===== src/rtl/count_capture_pkg.sv =====
// count_capture_pkg
// Shared types for the count_capture timestamp stage.
//   cap_state_t : one-entry capture buffer state (CAP_EMPTY / CAP_FULL).
package count_capture_pkg;

  typedef enum logic [0:0] {
    CAP_EMPTY = 1'b0,
    CAP_FULL  = 1'b1
  } cap_state_t;

endpackage : count_capture_pkg


===== src/rtl/count_event_detect.sv =====
// count_event_detect
// Watches the upstream counter value, detects terminal-count wraps and
// compare matches, and extends the timebase with a wrap counter.
// Ports:
//   clk, rst      : clock, asynchronous active-high reset
//   count_in      : upstream counter value
//   cmp_reg       : current compare value (held by the parent)
//   wrap_det      : combinational wrap indication for the current sample
//   match         : registered one-cycle compare-match pulse
//   wrap          : registered one-cycle wrap pulse
//   wrap_cnt      : wraps seen since reset, modulo 2^EVT_W
module count_event_detect #(
  parameter int WIDTH = 4,
  parameter int EVT_W = 8
) (
  input  logic             clk,
  input  logic             rst,
  input  logic [WIDTH-1:0] count_in,
  input  logic [WIDTH-1:0] cmp_reg,
  output logic             wrap_det,
  output logic             match,
  output logic             wrap,
  output logic [EVT_W-1:0] wrap_cnt
);

  logic [WIDTH-1:0] prev_count_reg;
  logic             prev_valid_reg;
  logic             match_det;
  logic             match_reg;
  logic             wrap_reg;
  logic [EVT_W-1:0] wrap_cnt_reg;

  // Only an all-ones -> zero step is a wrap; a jump to zero from any other
  // value is an upstream reset and must not advance the timebase.
  assign wrap_det = prev_valid_reg && (prev_count_reg == {WIDTH{1'b1}})
                    && (count_in == '0);

  // A count held at the compare value matches only on the cycle it arrives.
  // The very first sample after reset has no history, so it may match.
  assign match_det = (count_in == cmp_reg)
                     && ((count_in != prev_count_reg) || !prev_valid_reg);

  always_ff @(posedge clk or posedge rst) begin
    if (rst) begin
      prev_count_reg <= '0;
      prev_valid_reg <= 1'b0;
      match_reg      <= 1'b0;
      wrap_reg       <= 1'b0;
      wrap_cnt_reg   <= '0;
    end else begin
      prev_count_reg <= count_in;
      prev_valid_reg <= 1'b1;
      match_reg      <= match_det;
      wrap_reg       <= wrap_det;
      if (wrap_det) begin
        wrap_cnt_reg <= wrap_cnt_reg + 1'b1;
      end
    end
  end

  assign match    = match_reg;
  assign wrap     = wrap_reg;
  assign wrap_cnt = wrap_cnt_reg;

endmodule : count_event_detect


===== src/rtl/count_capture.sv =====
// count_capture
// Timestamp/compare stage behind the free-running counter. Extends the
// counter with a wrap count, pulses on compare match, and captures
// {wrap_cnt, count} snapshots into a one-entry valid/ready buffer.
// Ports:
//   clk, rst   : clock, asynchronous active-high reset
//   count_in   : upstream counter value
//   cmp_wr     : load strobe for the compare register
//   cmp_val    : compare value, taken when cmp_wr=1
//   cap_trig   : capture request (one-cycle pulse)
//   cap_ready  : consumer accepts cap_data
//   match      : one-cycle compare-match pulse
//   wrap       : one-cycle wrap pulse
//   wrap_cnt   : wraps since reset
//   cap_valid  : capture buffer holds data
//   cap_data   : {wrap_cnt, count} snapshot
//   cap_ovf    : sticky flag, a capture request was dropped
module count_capture
  import count_capture_pkg::*;
#(
  parameter int WIDTH = 4,
  parameter int EVT_W = 8
) (
  input  logic                   clk,
  input  logic                   rst,
  input  logic [WIDTH-1:0]       count_in,
  input  logic                   cmp_wr,
  input  logic [WIDTH-1:0]       cmp_val,
  input  logic                   cap_trig,
  input  logic                   cap_ready,
  output logic                   match,
  output logic                   wrap,
  output logic [EVT_W-1:0]       wrap_cnt,
  output logic                   cap_valid,
  output logic [EVT_W+WIDTH-1:0] cap_data,
  output logic                   cap_ovf
);

  logic [WIDTH-1:0]       cmp_reg;
  cap_state_t             state_reg;
  cap_state_t             state_next;
  logic [EVT_W+WIDTH-1:0] cap_data_reg;
  logic                   cap_ovf_reg;
  logic                   wrap_det;
  logic                   accept;
  logic                   load;
  logic                   drop;
  logic [EVT_W+WIDTH-1:0] snapshot;

  count_event_detect #(
    .WIDTH (WIDTH),
    .EVT_W (EVT_W)
  ) u_detect (
    .clk      (clk),
    .rst      (rst),
    .count_in (count_in),
    .cmp_reg  (cmp_reg),
    .wrap_det (wrap_det),
    .match    (match),
    .wrap     (wrap),
    .wrap_cnt (wrap_cnt)
  );

  // Fold a wrap happening in the trigger cycle into the snapshot so the
  // wrap count is consistent with count_in having just returned to zero.
  assign snapshot = {wrap_cnt + EVT_W'(wrap_det), count_in};

  assign accept = (state_reg == CAP_FULL) && cap_ready;
  // A request is taken when the buffer is empty or is being drained in the
  // same cycle; otherwise it is dropped and the held data stays untouched.
  assign load   = cap_trig && ((state_reg == CAP_EMPTY) || cap_ready);
  assign drop   = cap_trig && (state_reg == CAP_FULL) && !cap_ready;

  always_comb begin
    state_next = state_reg;
    if (load) begin
      state_next = CAP_FULL;
    end else if (accept) begin
      state_next = CAP_EMPTY;
    end
  end

  always_ff @(posedge clk or posedge rst) begin
    if (rst) begin
      cmp_reg      <= '0;
      state_reg    <= CAP_EMPTY;
      cap_data_reg <= '0;
      cap_ovf_reg  <= 1'b0;
    end else begin
      if (cmp_wr) begin
        cmp_reg <= cmp_val;
      end
      state_reg <= state_next;
      if (load) begin
        cap_data_reg <= snapshot;
      end
      // Set wins over the clear from a handshake in the same cycle.
      if (drop) begin
        cap_ovf_reg <= 1'b1;
      end else if (accept) begin
        cap_ovf_reg <= 1'b0;
      end
    end
  end

  assign cap_valid = (state_reg == CAP_FULL);
  assign cap_data  = cap_data_reg;
  assign cap_ovf   = cap_ovf_reg;

endmodule : count_capture


===== config.mk =====
export PLATFORM = sky130hd
export DESIGN_NAME = count_capture
export DESIGN_NICKNAME = d
export VERILOG_FILES = /design/src/rtl/count_capture_pkg.sv /design/src/rtl/count_event_detect.sv /design/src/rtl/count_capture.sv
export SDC_FILE = /design/constraint.sdc
export NUM_CORES = 1
export LEC_CHECK = 0
export CAP_MARGIN = 5
export CORE_ASPECT_RATIO = 1.25
export CORE_MARGIN = 8
export CORE_UTILIZATION = 47
export DETAILED_ROUTE_END_ITERATION = 10
export GPL_TIMING_DRIVEN = 0
export PLACE_DENSITY = 0.78
export SLEW_MARGIN = 10
export SYNTH_ARGS = -nofsm -noshare
export SYNTH_HDL_FRONTEND = slang
export SYNTH_SLANG_ARGS = --single-unit

===== constraint.sdc =====
create_clock -name clk -period 2.4 [get_ports clk]
set_input_delay 0.48 -clock clk [delete_from_list [all_inputs] [get_ports clk]]
set_output_delay 0.48 -clock clk [all_outputs]
set_load 0.02 [all_outputs]

Word-level counts from Yosys, hierarchy flattened

Cells that the tools add are included.

Latch bits: 0
Memory bits (writable): 0
Bits in read-only memories: 0
Memories kept: 0
Bits in registers: 33

Mux-type cells: 3
Eq/ne operators: 3
$lt $le $gt $ge: 0
Multipliers: 0
Shift operators: 0
Bitwise gates (word level): 1
Reduce and logical (&&, ||, !) cells: 14
Div/mod/pow operators: 0
Add/sub/neg operators: 2

Operators with widths:

| kind                | count |
|---|---|
| $add 8x1->8         | 1 |
| $add 8x1->8 const B | 1 |
| $logic_and 1x1->1   | 7 |
| $eq 4x4->1          | 1 |
| $eq 4x4->1 const B  | 1 |
| $logic_not 4->1     | 1 |
| $ne 4x4->1          | 1 |
| $reduce_bool 2->1   | 2 |
| $mux 1              | 3 |
| $logic_not 1->1     | 2 |
| $logic_or 1x1->1    | 2 |
| $not 1->1           | 1 |

Longest topological paths before layout

Gate-level depths: netlist of the first run.

Word-level depth: 4
Depth in mapped cells: 7

By module

From an unflattened synthesis of the first run, not the netlist that was laid out.

Cell total of the unflattened synthesis: 116
Area total of the unflattened synthesis: 1,500.2 µm²

Modules (own cells, without submodules):

| module             | instances | cells each | area an instance (µm²) | seq. area each (µm²) |
|---|---|---|---|---|
| count_capture      | 1         | 62         | 825.8                  | 450.4 |
| count_event_detect | 1         | 54         | 674.4                  | 375.4 |

Least setup slack after synthesis of the first run

Ideal clock, no wire load.

Path kind: in2reg
Start point: input count_in[3]
End point: register cap_data_reg[8] (netlist: cap_data[8])
Required time: 2.317 ns
Path buffers: 0
Stages on the path: 7
Slack: 0.451 ns
Data arrival time: 1.866 ns
Setup time: 0.083 ns
Cell sequence: nand4b_4 > nor4_4 > ha_1 > ha_1 > nand3_1 > xor2_1 > o21ai_0

Word-level cells in the longest chain between the ends: 3

RTL lines:

| what                        | line                     | text |
|---|---|---|
| from (decl)                 | count_capture.sv:26      | `input logic [WIDTH-1:0] count_in,` |
| $logic_not 4->1             | count_event_detect.sv:36 | `&& (count_in == '0);` |
| $logic_and 1x1->1           | count_event_detect.sv:36 |  |
| named net u_detect.wrap_det | count_event_detect.sv:20 | `output logic wrap_det,` |
| $add 8x1->8                 | count_capture.sv:66      | `assign snapshot = {wrap_cnt + EVT_W'(wrap_det), count_in};` |
| to (signal assigned)        | count_capture.sv:95      | `cap_data_reg <= snapshot;` |
| to (decl)                   | count_capture.sv:42      | `logic [EVT_W+WIDTH-1:0] cap_data_reg;` |

The timed path passes the listed nets, and every way through them passes these cells.
A chain may end at the register's enable or synchronous reset.

Worst setup path after layout of the first run

Start point: input count_in[1]
End point: register cap_data_reg[8] (netlist: cap_data[8])

The elaborated chain is that of the path after synthesis.

==> results of run 1 <==
[worst max-delay path by stage]
| stage | endpoint | slack (ns) | depth (start not counted) |
|---|---|---|---|
| 2_1_floorplan | cap_data[8] | 0.45 | 7 |
| 3_3_place_gp | cap_data[8] | -0.30 | 8 |
| 3_5_place_dp | cap_data[8] | -0.36 | 8 |
| 4_1_cts | cap_data[8] | 0.01 | 8 |
| 5_1_grt | cap_data[8] | 0.17 | 8 |
| 6_report | cap_data[8] | 0.29 | 8 |
[layout make-up]
type | instances | area (sq um) | area share (%)
clock inverters | 2 | 10.01 | 0.5277
repair buffers | 39 | 382.9 | 20.18
well taps | 36 | 45.04 | 2.375
flip-flops and latches | 33 | 825.8 | 43.54
plain buffers | 3 | 11.26 | 0.5937
multi-input cells | 74 | 576.8 | 30.41
inverters | 1 | 3.754 | 0.1979
clock buffers | 6 | 41.29 | 2.177
[per-stage QoR]
step                util (%)  hold WS, ns  total power, mW
floorplan                  -       0.4246           0.6917
global placement       62.48       0.4615           0.7655
detailed placement     62.48       0.4698           0.7697
CTS                    64.24       0.4925            1.063
global route           65.01       0.5022            1.107
finish                 65.01       0.4814            1.047
[Yosys cell counts, drive strengths merged]
cell type	number	share of area, %
dfrtp	33	58
xnor2	14	8.6
mux2	11	8.7
nand2	11	2.9
xor2	7	4.3
o21ai	6	2.1
nand4	4	1.8
clkbuf	3	0.79
ha	3	2.6
nand3	3	1.1
a21oi	2	0.71
nand2b	2	0.88
nand3b	2	1.1
nor2	2	0.53
a31oi	1	0.44
and3	1	0.44
and4	1	0.62
conb	1	0.26
inv	1	0.26
nand4b	1	1.7
nor3	1	0.35
nor4	1	1.5
[cell families after synthesis]
group	synth area share (%)
other cells	0.2645
xor+xnor	12.97
buf+inv	1.059
mux	8.738
compound gates	3.266
flops	58.25
fa+ha+maj	2.648
simple gates	12.80
[routing by layer]
layer / vias up / wire length [um] / track usage (%)
met2: 30 / 1464 / 20.74
met3: 6 / 255 / 7.040
met4: 0 / 63 / 6.127
li1: 467 / - / -
met5: - / 0 / 0
met1: 476 / 963 / 12.27
[cells in the final DEF (no fill, tap or decap), types with 3 or more instances in the layout]
| cell type | netlist | final |
|---|---|---|
| xor2_1 | 7 | 7 |
| clkbuf_1 | 3 | 4 |
| clkdlybuf4s50_1 | 0 | 36 |
| xnor2_1 | 14 | 14 |
| o21ai_0 | 6 | 6 |
| buf_4 | 0 | 3 |
| nand2_1 | 11 | 11 |
| nand4_1 | 4 | 4 |
| mux2_2 | 11 | 11 |
| ha_1 | 3 | 3 |
| dfrtp_1 | 33 | 33 |
| clkbuf_4 | 0 | 5 |
| nand3_1 | 3 | 3 |
[power by group through the flow]
stage	sequential (mW)	combinational (mW)	clock, mW
2_1_floorplan	0.636	0.0560	0
3_3_place_gp	0.614	0.151	0
3_5_place_dp	0.616	0.154	0
4_1_cts	0.605	0.154	0.304
5_1_grt	0.608	0.167	0.332
6_report	0.604	0.152	0.291
[worst register-to-register path, cell delays in order (launching register included)]
cell      delay, ns
dfrtp_1        0.37
nand3b_1       0.12
nor4_4         0.30
ha_1           0.23
ha_1           0.21
nand3_1        0.10
xor2_1         0.16
o21ai_0        0.14
==> out/results.txt, run 1 <==
number of max-cap violations -> 0
data required time of the critical path -> 2.67 ns
CTS HTree Levels -> 2
Worst-Margin Slew -> 0.6729 ns
clock sink count -> 33
half-perimeter wire length of the detailed placement result -> 2.079 mm
Area Growth Syn to Fin -> 33.80%
kind of end point of the critical path -> flip-flop
netlist area before placement -> 0.001418 sq mm
Clk pin slew, worst setup/hold paths -> 0.10 ns
worst slew margin relative to its limit -> 55.08%
Filler cells -> 251
Post-Place Setup Slack -> -0.3584 ns
highest ir drop seen on vdd -> 0.4407 mV
number of cells traversed by the worst register-to-register path -> 7
cell with the largest stage delay on the worst path -> clkdlybuf4s50_1
initial antenna violation count -> 0
vertical die dimension -> 77.40 um
count of port buffers added during placement -> 36
flip-flop count of the largest register after layout -> 12
achievable frequency -> 473.5 MHz
number of cells upsized or downsized after cts -> 0
yosys synthesis warning count -> 0
final count of negative-setup-slack endpoints -> 0
internal power -> 0.7766 mW
Std-Cell Core Area -> 0.002918 sq mm
Cells on Worst Hold Path -> 1
Total Routed Length -> 2.747 mm
Max Fanout on Critical Path -> 5
post-CTS setup buffer count -> 0
final setup skew -> 0.01249 ns
effective utilization at floorplan -> 48.58%
period utilisation layout -> 87.99%
overall fraction of global-route tracks in use -> 12.53%
# rows -> 22
number of hold buffers added after CTS -> 0
proportion of power drawn by the clock network -> 27.8%
number of endpoints with negative hold slack in the final report -> 0
DRC -> 0
areal power density over the cells -> 552.1 mW/mm^2
count of pins on the block boundary -> 37
Max Transition Viols Final -> 0
insertion delay of the later-clocked pin in the worst-skew pair -> 0.34 ns
Antenna Nets Post-Route -> 0
Die Area -> 0.005040 sq mm
count of distinct cell types in the synthesized netlist -> 22
clk root buf -> clkbuf_4
Starting DRT DRC Count -> 18
launching element type of the critical path -> input port
mean cell area of the mapped netlist -> 12.77 sq um
portion of the post-synthesis area used by sequential elements -> 58.25%
first-pass detailed-route iteration total -> 4
Crit Path Category -> input port to flip-flop
cell-by-cell listing of the critical path -> clkdlybuf4s50_1 -> nand3b_1 -> nor4_4 -> ha_1 -> ha_1 -> nand3_1 -> xor2_1 -> o21ai_0
global-route wire length before repair -> 4.878 mm
Min-Delay Endpoint -> u_detect.match
Synth Net Count -> 127
summed negative setup slack over all endpoints -> 0 ns
count of state elements after synthesis -> 33
number of nets in the finished design -> 173
TritonCTS clock tree -> done
Worst Path Buf+Inv -> 1
Routability Congestion -> 0.7616
setup slack, reg-to-reg -> 0.71 ns
number of clock buffers inserted by TritonCTS -> 5
P_leak -> 0.8165 nW
setup repair after global routing missed its margin -> no
switching part of the total power -> 25.84%
Min-Delay Path Class -> flip-flop to flip-flop
maximum number of pins on one net before global-route repair -> 34
proportion of power drawn by combinational gates -> 14.5%
total vias in the final route -> 979
switching power -> 0.2706 mW
total global routing overflow -> 0
Final Worst Setup Slack -> 0.2881 ns
Cells after DPL -> 183
maximum count of clock buffers along a single path -> 2
Placement Cell Area -> 0.001823 sq mm
fraction of layout instances using a drive strength above 1 -> 15.19%
via count of the first global-routing pass -> 1,081
Crit path max-delay family -> simple AND/OR/NAND/NOR gates
first element of the critical path -> count_in[1]
arrival time of data at the critical path endpoint -> 2.38 ns
antenna diode count -> 0
dominant cell type by count on the critical path -> ha_1
maximum single-stage delay on the critical path -> 0.51 ns
result of the run -> finished, final reports clean
final standard cell area without fillers -> 0.001897 sq mm
origin of the worst min-delay path -> u_detect.prev_valid_reg
average vias per placed instance -> 5.046
number of cells in the finished layout apart from fillers -> 194
Synth Instances -> 111
worst reg2reg startpoint -> u_detect.prev_count_reg[1]
floorplan die width -> 65.12 um
Final Critical Period -> 2.112 ns
capturing point of the worst reg2reg path -> cap_data[8]
relative contribution of sequential cells to total power -> 57.7%
routed length per instance -> 14.16 um
No activity file was read; power rests on OpenSTA's default activity.
==> run 2, diff against run 1 <==
--- a/config.mk
+++ b/config.mk
@@ -5,10 +5,10 @@
 export SDC_FILE = /design/constraint.sdc
 export NUM_CORES = 1
 export LEC_CHECK = 0
+export ABC_AREA = 1
 export CAP_MARGIN = 5
-export CORE_ASPECT_RATIO = 1.25
 export CORE_MARGIN = 8
-export CORE_UTILIZATION = 47
+export CORE_UTILIZATION = 49
 export DETAILED_ROUTE_END_ITERATION = 10
 export GPL_TIMING_DRIVEN = 0
 export PLACE_DENSITY = 0.78
==> constraint.sdc (replaced) <==
create_clock -name clk -period 2.4 [get_ports clk]
set_input_delay 0.24 -clock clk [delete_from_list [all_inputs] [get_ports clk]]
set_output_delay 0.24 -clock clk [all_outputs]
set_load 0.02 [all_outputs]
==> run 2 against run 1 <==
  * Wire length grew 22%
  * First-iteration DRC count grew to 5.4 times the previous value
  * Global-route usage up 1.8 points
  * Setup slack better by 0.13 ns
  * Critical path type unchanged
  * Largest cell class unchanged
  * Largest power group unchanged
  * Highest routed layer unchanged
==> out/results.txt, run 2 <==
result of the run -> finished, final reports clean
clk root buf -> clkbuf_4
clock sink count -> 33
Total Routed Length -> 3.365 mm
Min-Delay Path Class -> input port to asynchronous set/reset pin
final setup skew -> 0.01248 ns
switching power -> 0.2910 mW
library cell occupying the most area in the post-synthesis netlist -> dfrtp_1
portion of the post-synthesis area used by sequential elements -> 51.28%
number of cells traversed by the worst register-to-register path -> 7
Crit path max-delay family -> buffers and inverters
CTS HTree Levels -> 2
TritonCTS clock tree -> done
WP depth -> 9
areal power density over the cells -> 508.6 mW/mm^2
final hold slack -> 0.3201 ns
overall fraction of global-route tracks in use -> 14.32%
setup slack, reg-to-reg -> 0.57 ns
number of hold buffers added after CTS -> 0
worst reg2reg startpoint -> u_detect.prev_count_reg[2]
highest ir drop seen on vdd -> 0.4366 mV
met1 Usage GRT -> 15.81%
power consumption -> 1.058 mW
count of distinct cell types in the synthesized netlist -> 23
setup repair after global routing missed its margin -> no
Filler cells -> 302
Clk pin slew, worst setup/hold paths -> 0.10 ns
Max Transition Viols Final -> 0
Synth top cells by count -> 86 x nand2_1, 33 x dfrtp_1, 19 x inv_1
number of max-cap violations -> 0
Worst-Margin Slew -> 0.6615 ns
count of state elements after synthesis -> 33
Synth Net Count -> 218
period utilisation layout -> 82.64%
via count of the first global-routing pass -> 1,353
fraction of layout instances using a drive strength above 1 -> 7.317%
most numerous cell in the Yosys netlist -> nand2_1
antenna diode count -> 0
proportion of power drawn by the clock network -> 27.8%
met2 Track Usage GR -> 23.34%
cell with the largest stage delay on the worst path -> clkdlybuf4s50_1
most frequently used flop master after synthesis -> dfrtp_1
yosys synthesis warning count -> 0
average vias per placed instance -> 4.740
final count of negative-setup-slack endpoints -> 0
floorplan die width -> 73.33 um
proportion of power drawn by combinational gates -> 15.2%
Routability Congestion -> 0.8678
Antenna Nets Post-Route -> 0
relative contribution of sequential cells to total power -> 57.1%
proportion of register bits with asynchronous set or reset after synthesis -> 100.0%
grt met3 use -> 5.321%
first element of the critical path -> count_in[2]
most area-consuming cells after synthesis -> dfrtp_1 51%, nand2_1 20%, nand3_1 4.7%
cell-by-cell listing of the critical path -> clkdlybuf4s50_1 -> inv_1 -> nand2_1 -> nor4_1 -> ha_1 -> ha_1 -> nand3_1 -> xor2_1 -> o21ai_0
post-CTS setup buffer count -> 0
initial antenna violation count -> 0
Std-Cell Core Area -> 0.003258 sq mm
Worst Path Buf+Inv -> 2
total global routing overflow -> 0
worst slew margin relative to its limit -> 55.84%
achievable frequency -> 504.2 MHz
proportion of netlist area held by the largest area contributor -> 51.28%
internal power -> 0.7666 mW
number of clock buffers inserted by TritonCTS -> 5
effective utilization at floorplan -> 49.42%
Area Growth Syn to Fin -> 29.14%
count of port buffers added during placement -> 36
summed negative setup slack over all endpoints -> 0 ns
mean cell area of the mapped netlist -> 7.972 sq um
global-route wire length before repair -> 5.975 mm
half-perimeter wire length of the detailed placement result -> 2.592 mm
flip-flop count of the largest register after layout -> 12
most frequent standard cell in the layout excluding fill and tap cells -> nand2_1
# rows -> 21
first-pass detailed-route iteration total -> 4
Synth Instances -> 202
Final Worst Setup Slack -> 0.4167 ns
maximum number of pins on one net before global-route repair -> 34
arrival time of data at the critical path endpoint -> 2.23 ns
number of endpoints with negative hold slack in the final report -> 0
netlist area before placement -> 0.001610 sq mm
Starting DRT DRC Count -> 98
kind of end point of the critical path -> flip-flop
routed length per instance -> 11.52 um
Die Area -> 0.005377 sq mm
most congested layer reported by global routing -> met2
capturing point of the worst reg2reg path -> cap_data[8]
launching element type of the critical path -> input port
vertical die dimension -> 73.33 um
total vias in the final route -> 1,384
Final Critical Period -> 1.983 ns
DRC -> 0
switching part of the total power -> 27.52%
number of nets in the finished design -> 261
maximum count of clock buffers along a single path -> 2
insertion delay of the later-clocked pin in the worst-skew pair -> 0.33 ns
number of flops mapped to enable cells by yosys -> 0
number of cells upsized or downsized after cts -> 0
Max Fanout on Critical Path -> 5
Post-Place Setup Slack -> 0.06904 ns
dominant cell type by count on the critical path -> ha_1
data required time of the critical path -> 2.65 ns
maximum single-stage delay on the critical path -> 0.50 ns
end point of the critical path -> cap_data[8]
most used cells in the layout excluding fill and tap cells -> 86 x nand2_1, 36 x clkdlybuf4s50_1, 33 x dfrtp_1, 18 x inv_1
Crit Path Category -> input port to flip-flop
count of pins on the block boundary -> 37
P_leak -> 1.051 nW
## run 2: cell count changes in the layout (fill, tap and decap cells not counted), sizes merged, moves of 4 or more
| cell | delta |
|---|---|
| nor2 | +10 |
| mux2 | -11 |
| xor2 | -4 |
| xnor2 | -11 |
| o21ai | +10 |
| nand2 | +77 |
| nand4 | -4 |
| inv | +18 |
| nand3 | +13 |
## run 2: power by group through the flow
stage	registers [mW]	clock network, mW	logic, mW
floorplan	0.635	0	0.0609
global placement	0.613	0	0.160
detailed placement	0.615	0	0.163
CTS	0.603	0.300	0.164
global route	0.608	0.325	0.179
finish	0.603	0.294	0.161
## run 2: per-layer routing
layer  vias to the layer above  share of wire (%)
met1                       619                 43
met3                        10                6.8
met2                        34                 46
met5                         -                  0
met4                         0                3.2
li1                        721                  -
## run 2: metrics by stage
step	cell area [sq um]	std cells	util [%]
after floorplan	1610	202	-
after global placement	2028	284	62.25
after detailed placement	2028	284	62.25
after CTS	2079	292	63.82
after global routing	2079	292	63.82
final	2079	292	63.82
## run 2: worst min-delay path by stage
| stage | startpoint | endpoint | slack, ns | cells past startpoint |
|---|---|---|---|---|
| 2_1_floorplan | count_in[0] | u_detect.prev_count_reg[0] | 0.27 | 0 |
| 3_3_place_gp | cap_data[9] | cap_data[9] | 0.46 | 2 |
| 3_5_place_dp | cap_data[11] | cap_data[11] | 0.47 | 2 |
| 4_1_cts | count_in[3] | u_detect.prev_count_reg[3] | 0.41 | 1 |
| 5_1_grt | rst | u_detect.prev_count_reg[1] | 0.40 | 2 |
| 6_report | rst | cap_data[9] | 0.32 | 2 |
## run 2: kinds of logic after synthesis
logic type	after synthesis	share of synthesized area (%)
and+or+nand+nor	119	31.63
DFF	33	51.28
buffers and inverters	23	5.983
AOI/OAI and AO/OA	17	5.283
xor gates and xnor gates	6	3.264
adders and majority gates	3	2.331
other	1	0.2329
## run 2: layout make-up
type | instances | area (sq um) | area share [%]
plain buffers | 4 | 25.02 | 1.203
inverters | 19 | 71.32 | 3.430
repair buffers | 36 | 360.3 | 17.33
multi-input cells | 146 | 688.2 | 33.09
flip-flops and latches | 33 | 825.8 | 39.71
clock inverters | 2 | 10.01 | 0.4813
well taps | 46 | 57.56 | 2.768
clock buffers | 6 | 41.29 | 1.986
